[config.mk]
export PLATFORM = sky130hd
export DESIGN_NAME = shift_reg_param_flat
export DESIGN_NICKNAME = d
export VERILOG_FILES = /design/src/rtl/shift_reg_param_if.sv /design/src/rtl/shift_reg_param.sv /design/src/flat_wrapper.sv
export SDC_FILE = /design/constraint.sdc
export NUM_CORES = 1
export LEC_CHECK = 0
export ABC_CLOCK_PERIOD_IN_PS = 1500
export CORE_MARGIN = 2
export CORE_UTILIZATION = 49
export CTS_BUF_LIST = sky130_fd_sc_hd__clkbuf_8
export DETAILED_ROUTE_END_ITERATION = 8
export PLACE_DENSITY = 0.83
export SYNTH_ARGS = -nofsm -noshare
export SYNTH_HDL_FRONTEND = slang
export SYNTH_SLANG_ARGS = --single-unit
[constraint.sdc]
create_clock -name clk -period 1.5 [get_ports clk]
set_input_delay 0.375 -clock clk [delete_from_list [all_inputs] [get_ports clk]]
set_output_delay 0.375 -clock clk [all_outputs]
set_load 0.03 [all_outputs]
[src/rtl/shift_reg_param_if.sv]
// Control/data bundle for the parametrised pattern shift register.
// The master side (game controller or bench) drives the controls, and the slave side (the register) returns its status.
interface shift_reg_param_if #(
    parameter int W  = 6,
    parameter int CW = 4
);
    logic [1:0]    mode;
    logic          bit_in;
    logic          step;
    logic          load;
    logic [W-1:0]  load_value;
    logic          burst_start;
    logic [CW-1:0] burst_len;
    logic [W-1:0]  reg_content;
    logic          bit_out;
    logic          busy;
    logic          done;

    modport master (
        output mode, bit_in, step, load, load_value, burst_start, burst_len,
        input  reg_content, bit_out, busy, done
    );

    modport slave (
        input  mode, bit_in, step, load, load_value, burst_start, burst_len,
        output reg_content, bit_out, busy, done
    );
endinterface

[src/rtl/shift_reg_param.sv]
// W-bit shift/rotate register with parallel load and a counted burst mode.
// Every output is registered. A burst latches its mode but samples bit_in live on each step.
module shift_reg_param #(
    parameter int            W         = 6,
    parameter logic [W-1:0]  RST_VALUE = W'(1),
    parameter int            CW        = 4
) (
    input  logic                clk,
    input  logic                Rst,
    shift_reg_param_if.slave    bus
);

    typedef enum logic {IDLE, BURST} state_t;

    state_t        state_reg;
    logic [W-1:0]  data_reg;
    logic          bit_out_reg;
    logic          busy_reg;
    logic          done_reg;
    logic [CW-1:0] count_reg;
    logic [1:0]    burst_mode_reg;

    logic [1:0]    op_mode;
    logic          fill_l;
    logic          fill_r;
    logic [W-1:0]  shl_vec;
    logic [W-1:0]  shr_vec;
    logic [W-1:0]  step_data;
    logic          step_bit;

    // A burst uses its latched mode. In IDLE the live mode applies.
    assign op_mode = (state_reg == BURST) ? burst_mode_reg : bus.mode;
    assign fill_l  = op_mode[1] ? data_reg[W-1] : bus.bit_in;
    assign fill_r  = op_mode[1] ? data_reg[0]   : bus.bit_in;

    generate
        for (genvar gi = 0; gi < W; gi++) begin : g_lane
            if (gi == 0) begin : g_lsb
                assign shl_vec[gi] = fill_l;
            end else begin : g_mid_l
                assign shl_vec[gi] = data_reg[gi-1];
            end
            if (gi == W-1) begin : g_msb
                assign shr_vec[gi] = fill_r;
            end else begin : g_mid_r
                assign shr_vec[gi] = data_reg[gi+1];
            end
        end
    endgenerate

    assign step_data = op_mode[0] ? shr_vec : shl_vec;
    assign step_bit  = op_mode[0] ? data_reg[0] : data_reg[W-1];

    always_ff @(posedge clk or negedge Rst) begin
        if (!Rst) begin
            state_reg      <= IDLE;
            data_reg       <= RST_VALUE;
            bit_out_reg    <= 1'b0;
            busy_reg       <= 1'b0;
            done_reg       <= 1'b0;
            count_reg      <= '0;
            burst_mode_reg <= 2'b00;
        end else begin
            done_reg <= 1'b0;
            case (state_reg)
                IDLE: begin
                    if (bus.load) begin
                        data_reg <= bus.load_value;
                    end else if (bus.burst_start) begin
                        if (bus.burst_len != '0) begin
                            state_reg      <= BURST;
                            busy_reg       <= 1'b1;
                            count_reg      <= bus.burst_len;
                            burst_mode_reg <= bus.mode;
                        end else begin
                            done_reg <= 1'b1;
                        end
                    end else if (bus.step) begin
                        data_reg    <= step_data;
                        bit_out_reg <= step_bit;
                    end
                end
                BURST: begin
                    if (bus.load) begin
                        // A load aborts the burst silently, so no done pulse follows.
                        data_reg  <= bus.load_value;
                        state_reg <= IDLE;
                        busy_reg  <= 1'b0;
                        count_reg <= '0;
                    end else begin
                        data_reg    <= step_data;
                        bit_out_reg <= step_bit;
                        count_reg   <= count_reg - 1'b1;
                        if (count_reg == CW'(1)) begin
                            state_reg <= IDLE;
                            busy_reg  <= 1'b0;
                            done_reg  <= 1'b1;
                        end
                    end
                end
                default: begin
                    state_reg <= IDLE;
                    busy_reg  <= 1'b0;
                end
            endcase
        end
    end

    assign bus.reg_content = data_reg;
    assign bus.bit_out     = bit_out_reg;
    assign bus.busy        = busy_reg;
    assign bus.done        = done_reg;

endmodule
[src/flat_wrapper.sv]
// flat-port wrapper written by rule: the top's interface ports become plain ports
module shift_reg_param_flat 
#(
    parameter int            W         = 6,
    parameter logic [W-1:0]  RST_VALUE = W'(1),
    parameter int            CW        = 4
)
  (clk, Rst, bus_mode, bus_bit_in, bus_step, bus_load, bus_load_value, bus_burst_start, bus_burst_len, bus_reg_content, bus_bit_out, bus_busy, bus_done);
  shift_reg_param_if #(.W(W), .CW(CW)) bus_i ();
  input  logic clk;
  input  logic Rst;
  input wire logic [$bits(bus_i.mode)-1:0] bus_mode;
  input wire logic [$bits(bus_i.bit_in)-1:0] bus_bit_in;
  input wire logic [$bits(bus_i.step)-1:0] bus_step;
  input wire logic [$bits(bus_i.load)-1:0] bus_load;
  input wire logic [$bits(bus_i.load_value)-1:0] bus_load_value;
  input wire logic [$bits(bus_i.burst_start)-1:0] bus_burst_start;
  input wire logic [$bits(bus_i.burst_len)-1:0] bus_burst_len;
  output wire logic [$bits(bus_i.reg_content)-1:0] bus_reg_content;
  output wire logic [$bits(bus_i.bit_out)-1:0] bus_bit_out;
  output wire logic [$bits(bus_i.busy)-1:0] bus_busy;
  output wire logic [$bits(bus_i.done)-1:0] bus_done;
  assign bus_i.mode = bus_mode;
  assign bus_i.bit_in = bus_bit_in;
  assign bus_i.step = bus_step;
  assign bus_i.load = bus_load;
  assign bus_i.load_value = bus_load_value;
  assign bus_i.burst_start = bus_burst_start;
  assign bus_i.burst_len = bus_burst_len;
  assign bus_reg_content = bus_i.reg_content;
  assign bus_bit_out = bus_i.bit_out;
  assign bus_busy = bus_i.busy;
  assign bus_done = bus_i.done;
  shift_reg_param #(.W(W), .RST_VALUE(RST_VALUE), .CW(CW)) u_core (.clk(clk), .Rst(Rst), .bus(bus_i));
endmodule
==> Word-level counts from Yosys, hierarchy flattened <==
Cells that the tools add are included.
{ "word_totals": {"word_cells": 64, "in_bits": 18, "out_inout_bits": 9, "ff_bits": 16} }
{ "op_classes": {"add_sub_neg": 1, "eq_ne": 10, "bitwise": 2, "n_reduce_logical": 6, "n_mux": 38} }
{ "op_table": {"columns": ["operator", "n"], "rows": [
  ["2-to-1 mux 6 bit", 5],
  ["2-to-1 mux 1 bit", 22],
  ["2-to-1 mux 4 bit", 4],
  ["one-hot mux 6 bit (2 select lines)", 1],
  ["AND reduction 4 bit", 3],
  ["inequality test 2 bit (second input constant)", 5],
  ["inequality test 3 bit (second input constant)", 3],
  ["one-hot mux 1 bit (2 select lines)", 4],
  ["one-hot mux 4 bit (2 select lines)", 1],
  ["== test 4 x 1 -> 1 bit (second input constant)", 1],
  ["nonzero test 4 bit", 1],
  ["subtractor 4 x 1 -> 4 bit (second input constant)", 1],
  ["AND reduction 3 bit", 1],
  ["2-to-1 mux 2 bit", 1],
  ["inequality test 2 x 1 -> 1 bit (second input constant)", 1],
  ["inverter 1 bit", 2],
  ["AND reduction 2 bit", 1]
]} }

==> Depth between registers and ports, before layout <==
{ "depth": {"word_depth": 7, "depth_mapped": 5, "depth_no_buf": 5} }

==> Worst setup path before layout <==
Ideal clock, no wire load.
{ "synth_path": {"kind": "input port to flip-flop", "startpoint": "in bus_burst_len[2]", "endpoint": "reg u_core.burst_mode_reg[0]", "arrival_time_ps": 1350, "setup_time_ps": 125, "stages": 4, "path_buffers": 0, "slack_ps": 25, "path_cell_list": "or4_4 > nand2_4 > nor2_2 > mux2_4"} }
{ "synth_between": {"elab_chain_cells": 2} }
{ "synth_rtl": {"columns": ["element", "line_no", "rtl"], "rows": [
  ["from (decl)", "flat_wrapper.sv:18", "input wire logic [$bits(bus_i.burst_len)-1:0] bus_burst_len;"],
  ["nonzero test 4 bit", "shift_reg_param.sv:70", "if (bus.burst_len != '0) begin"],
  ["AND reduction 4 bit (no source line)", null, null],
  ["to (signal assigned)", "shift_reg_param.sv:74", "burst_mode_reg <= bus.mode;"],
  ["to (decl)", "shift_reg_param.sv:21", "logic [1:0] burst_mode_reg;"]
]} }
Every way passes these cells.
A chain may end at the register's enable or synchronous reset.

==> Worst setup path after layout <==
{ "layout_path": {"startpoint": "in bus_load", "endpoint": "reg u_core.count_reg[0]"} }
{ "layout_between": {"elab_chain_cells": 2, "elab_cells_between_ends": 4, "cone_classes": "eq/ne (1); mux (2); reduce/logical (1)"} }
{ "layout_rtl": {"columns": ["element", "line_no", "rtl"], "rows": [
  ["from (decl)", "flat_wrapper.sv:15", "input wire logic [$bits(bus_i.load)-1:0] bus_load;"],
  ["2-to-1 mux 4 bit or inequality test 2 bit (tied branches)", null, null],
  ["one-hot mux 4 bit (2 select lines) or AND reduction 3 bit (tied branches)", null, null],
  ["to (signal assigned)", "shift_reg_param.sv:73", "count_reg <= bus.burst_len;"],
  ["to (signal assigned)", "shift_reg_param.sv:93", "count_reg <= count_reg - 1'b1;"],
  ["to (decl)", "shift_reg_param.sv:20", "logic [CW-1:0] count_reg;"]
]} }
Parallel ways exist; a longest one is shown, timed or not.

==> flow_summary.json <==
{
  "hold_viol_final": 0,
  "path_max_fanout": 5,
  "cp_slowest_stage_delay_ns": 0.43,
  "synthToLayoutAreaGrowth_pct": 49.87,
  "slew_headroom_pct": 76.33,
  "leakage_nw": 0.6722,
  "fin_skew_ns": 0.003669,
  "ioPinCount": 27,
  "fmax_ghz": 0.6805,
  "avgRoutedWirePerCell_um": 14.54,
  "final_cell_count_no_fill": 169,
  "endpoint_kind": "flop",
  "cts_hold_buf": 0,
  "grt_pass1_wl_um": 3788,
  "h-tree-depth": 1,
  "ff2ff_path_depth": 5,
  "wl_met3_um": 117,
  "wirelength_um": 2458,
  "layout_common_cells": "18 x buf_4, 16 x nand2_1, 15 x dfrtp_1",
  "layout_commonest_cell": "buf_4",
  "die_area_um2": 2326,
  "ys_seq_area_share_pct": 41.91,
  "grt_use_total_pct": 23.98,
  "netlist_instances": 100,
  "fin_nets": 165,
  "overflow": 0,
  "clkLatencyLatePin_ns": 0.25,
  "power_mw": 1.549,
  "fin_crit_ns": 1.470,
  "crit_type": "in -> reg",
  "numCtsBuffers": 3,
  "start_kind": "primary input",
  "required_ns": 1.63,
  "peakVddDrop_uv": 762.1,
  "min_path_type": "in -> reg",
  "finalMaxSlewViolations": 0,
  "drive_above_1_share_pct": 27.78,
  "cts.root.buffer_cell": "clkbuf_8",
  "post-place-cells": 164,
  "die_w_um": 48.23,
  "async_reset_ff_share_pct": 100.0,
  "hpwl_um": 1767,
  "initialDrtViolationCount": 21,
  "cpMaxStageDelayCell": "clkdlybuf4s50_1",
  "setup.worst_path.start": "bus_load",
  "grt_antenna_before_repair": 0,
  "wl_met2_um": 1250,
  "top_layer_used": "met4",
  "place.gp.congestion": 0.8147,
  "first_pass_iters": 4,
  "cap_violations": 0,
  "vias": 917,
  "cpMostUsedCell": "a21oi_1",
  "drc": 0,
  "timing.rr.start": "u_core.state_reg",
  "synth_ff_type": "dfrtp_1",
  "ys_ff_latch": 16,
  "synth_cell_type_count": 34,
  "grt_start_max_net_pins": 20,
  "core_um2": 1783,
  "grt_pass1_vias": 887,
  "chipHeight_um": 48.23,
  "io_buffer_count": 26,
  "drt-met1-wl_um": 1048,
  "holdWs_ns": 0.4140,
  "largest_register_ffs": 6,
  "rows": 15,
  "min_path_cells": 3,
  "cts_tree": "built",
  "run_status": "completed",
  "clock_sinks": 16,
  "clockBufferDepth": 2,
  "initial_utilization_pct": 53.75,
  "worstPathArrival_ns": 1.60,
  "setup_viol": 0,
  "powerDensity_nw_per_um2": 1078,
  "path_clk_slew_ns": 0.07,
  "syn_nets": 120,
  "vias_per_cell": 5.426,
  "hold_start": "bus_burst_len[1]",
  "syn_area_um2": 958.4,
  "avgSynthCellArea_um2": 9.584,
  "critical_path.cell_chain": "clkdlybuf4s50_1 -> and2b_4 -> buf_4 -> a21oi_1 -> a21oi_1 -> o22ai_1",
  "timing.final.crit_share_pct": 97.97,
  "ant_nets": 0,
  "yosys_warnings": 0,
  "diodes": 0,
  "worst_pin_slew_ns": 0.3550,
  "synth-edff-count": 0
}
## final cells by class
type	count	area (µm²)
inverter	3	11.26
clock buffer	4	55.05
timing repair buffer	44	387.9
fill	114	346.6
tap	25	31.28
sequential	16	401.6
multi-input combinational	77	549.3
## final timing paths
check | to | slack (ns)
worst max register to register | u_core.bus.reg_content[4] | 0.06
max in group asynchronous | u_core.bus.reg_content[0] | 0.78
min in group asynchronous | u_core.burst_mode_reg[1] | 0.46
worst min-delay path | u_core.count_reg[1] | 0.41
worst min register to register | u_core.bus.bit_out | 0.52
worst max-delay path | u_core.count_reg[0] | 0.03
## critical path, delay by kind of cell
kind / cells / cell delay (ns)
AOI/OAI and AO/OA: 3 / 0.37
buffers and inverters: 2 / 0.57
and+or+nand+nor: 1 / 0.29
## report_power, final
group          switching [mW]  total [mW]  internal [mW]
Combinational           0.283       0.562          0.279
Clock                   0.153       0.386          0.233
Sequential             0.0886       0.601          0.512
## per-layer routing
layer | vias to the layer above | track usage [%]
met5 | - | 0
met4 | 0 | 11.89
met3 | 4 | 4.444
met2 | 26 | 40.79
met1 | 439 | 28.84
li1 | 448 | -
## metrics by stage
| step | instance area (µm²) | utilization [%] | setup slack [ns] | TNS [ns] |
|---|---|---|---|---|
| 6_report | 1436 | 80.56 | 0.03049 | 0 |
| 5_1_grt | 1436 | 80.56 | -0.03373 | -0.04992 |
| 4_1_cts | 1425 | 79.93 | 0.02092 | 0 |
| 3_5_place_dp | 1360 | 76.28 | -0.4669 | -4.676 |
| 3_3_place_gp | 1360 | 76.28 | -0.3928 | -4.185 |
| 2_1_floorplan | 958.4 | - | 0.02507 | 0 |
## synthesized netlist by cell type (2+ instances only)
cell type | count | area, µm²
a21oi_1 | 5 | 25.02
a221oi_1 | 3 | 26.28
clkbuf_1 | 3 | 11.26
dfrtp_1 | 15 | 375.4
ha_1 | 2 | 25.02
inv_1 | 3 | 11.26
mux2_4 | 2 | 30.03
mux2i_1 | 6 | 60.06
nand2_1 | 16 | 60.06
nor2_1 | 9 | 33.78
nor2b_1 | 3 | 18.77
o21a_1 | 3 | 22.52
o21ai_0 | 2 | 10.01
o21bai_1 | 2 | 15.01
o221ai_1 | 6 | 52.55
xnor2_1 | 2 | 17.52
## cells by family after synthesis
| logic type | count (synthesis) | synth area share, % |
|---|---|---|
| buf+inv | 7 | 3.785 |
| fa+ha+maj | 2 | 2.611 |
| simple gates | 37 | 19.19 |
| compound gates | 28 | 21.28 |
| xor+xnor | 2 | 1.828 |
| flops | 16 | 41.91 |
| mux | 8 | 9.400 |
## repair_timing
| action | 4_1_cts | 5_1_grt |
|---|---|---|
| setup buffers | 1 | 0 |
| resized for setup | 18 | 8 |
| endpoints found under the hold margin | 0 | 0 |
| gates cloned | 0 | 0 |
| endpoints found under the setup margin | 17 | 5 |
| pin swaps | 4 | 2 |
(Power assumes the default switching activity.)
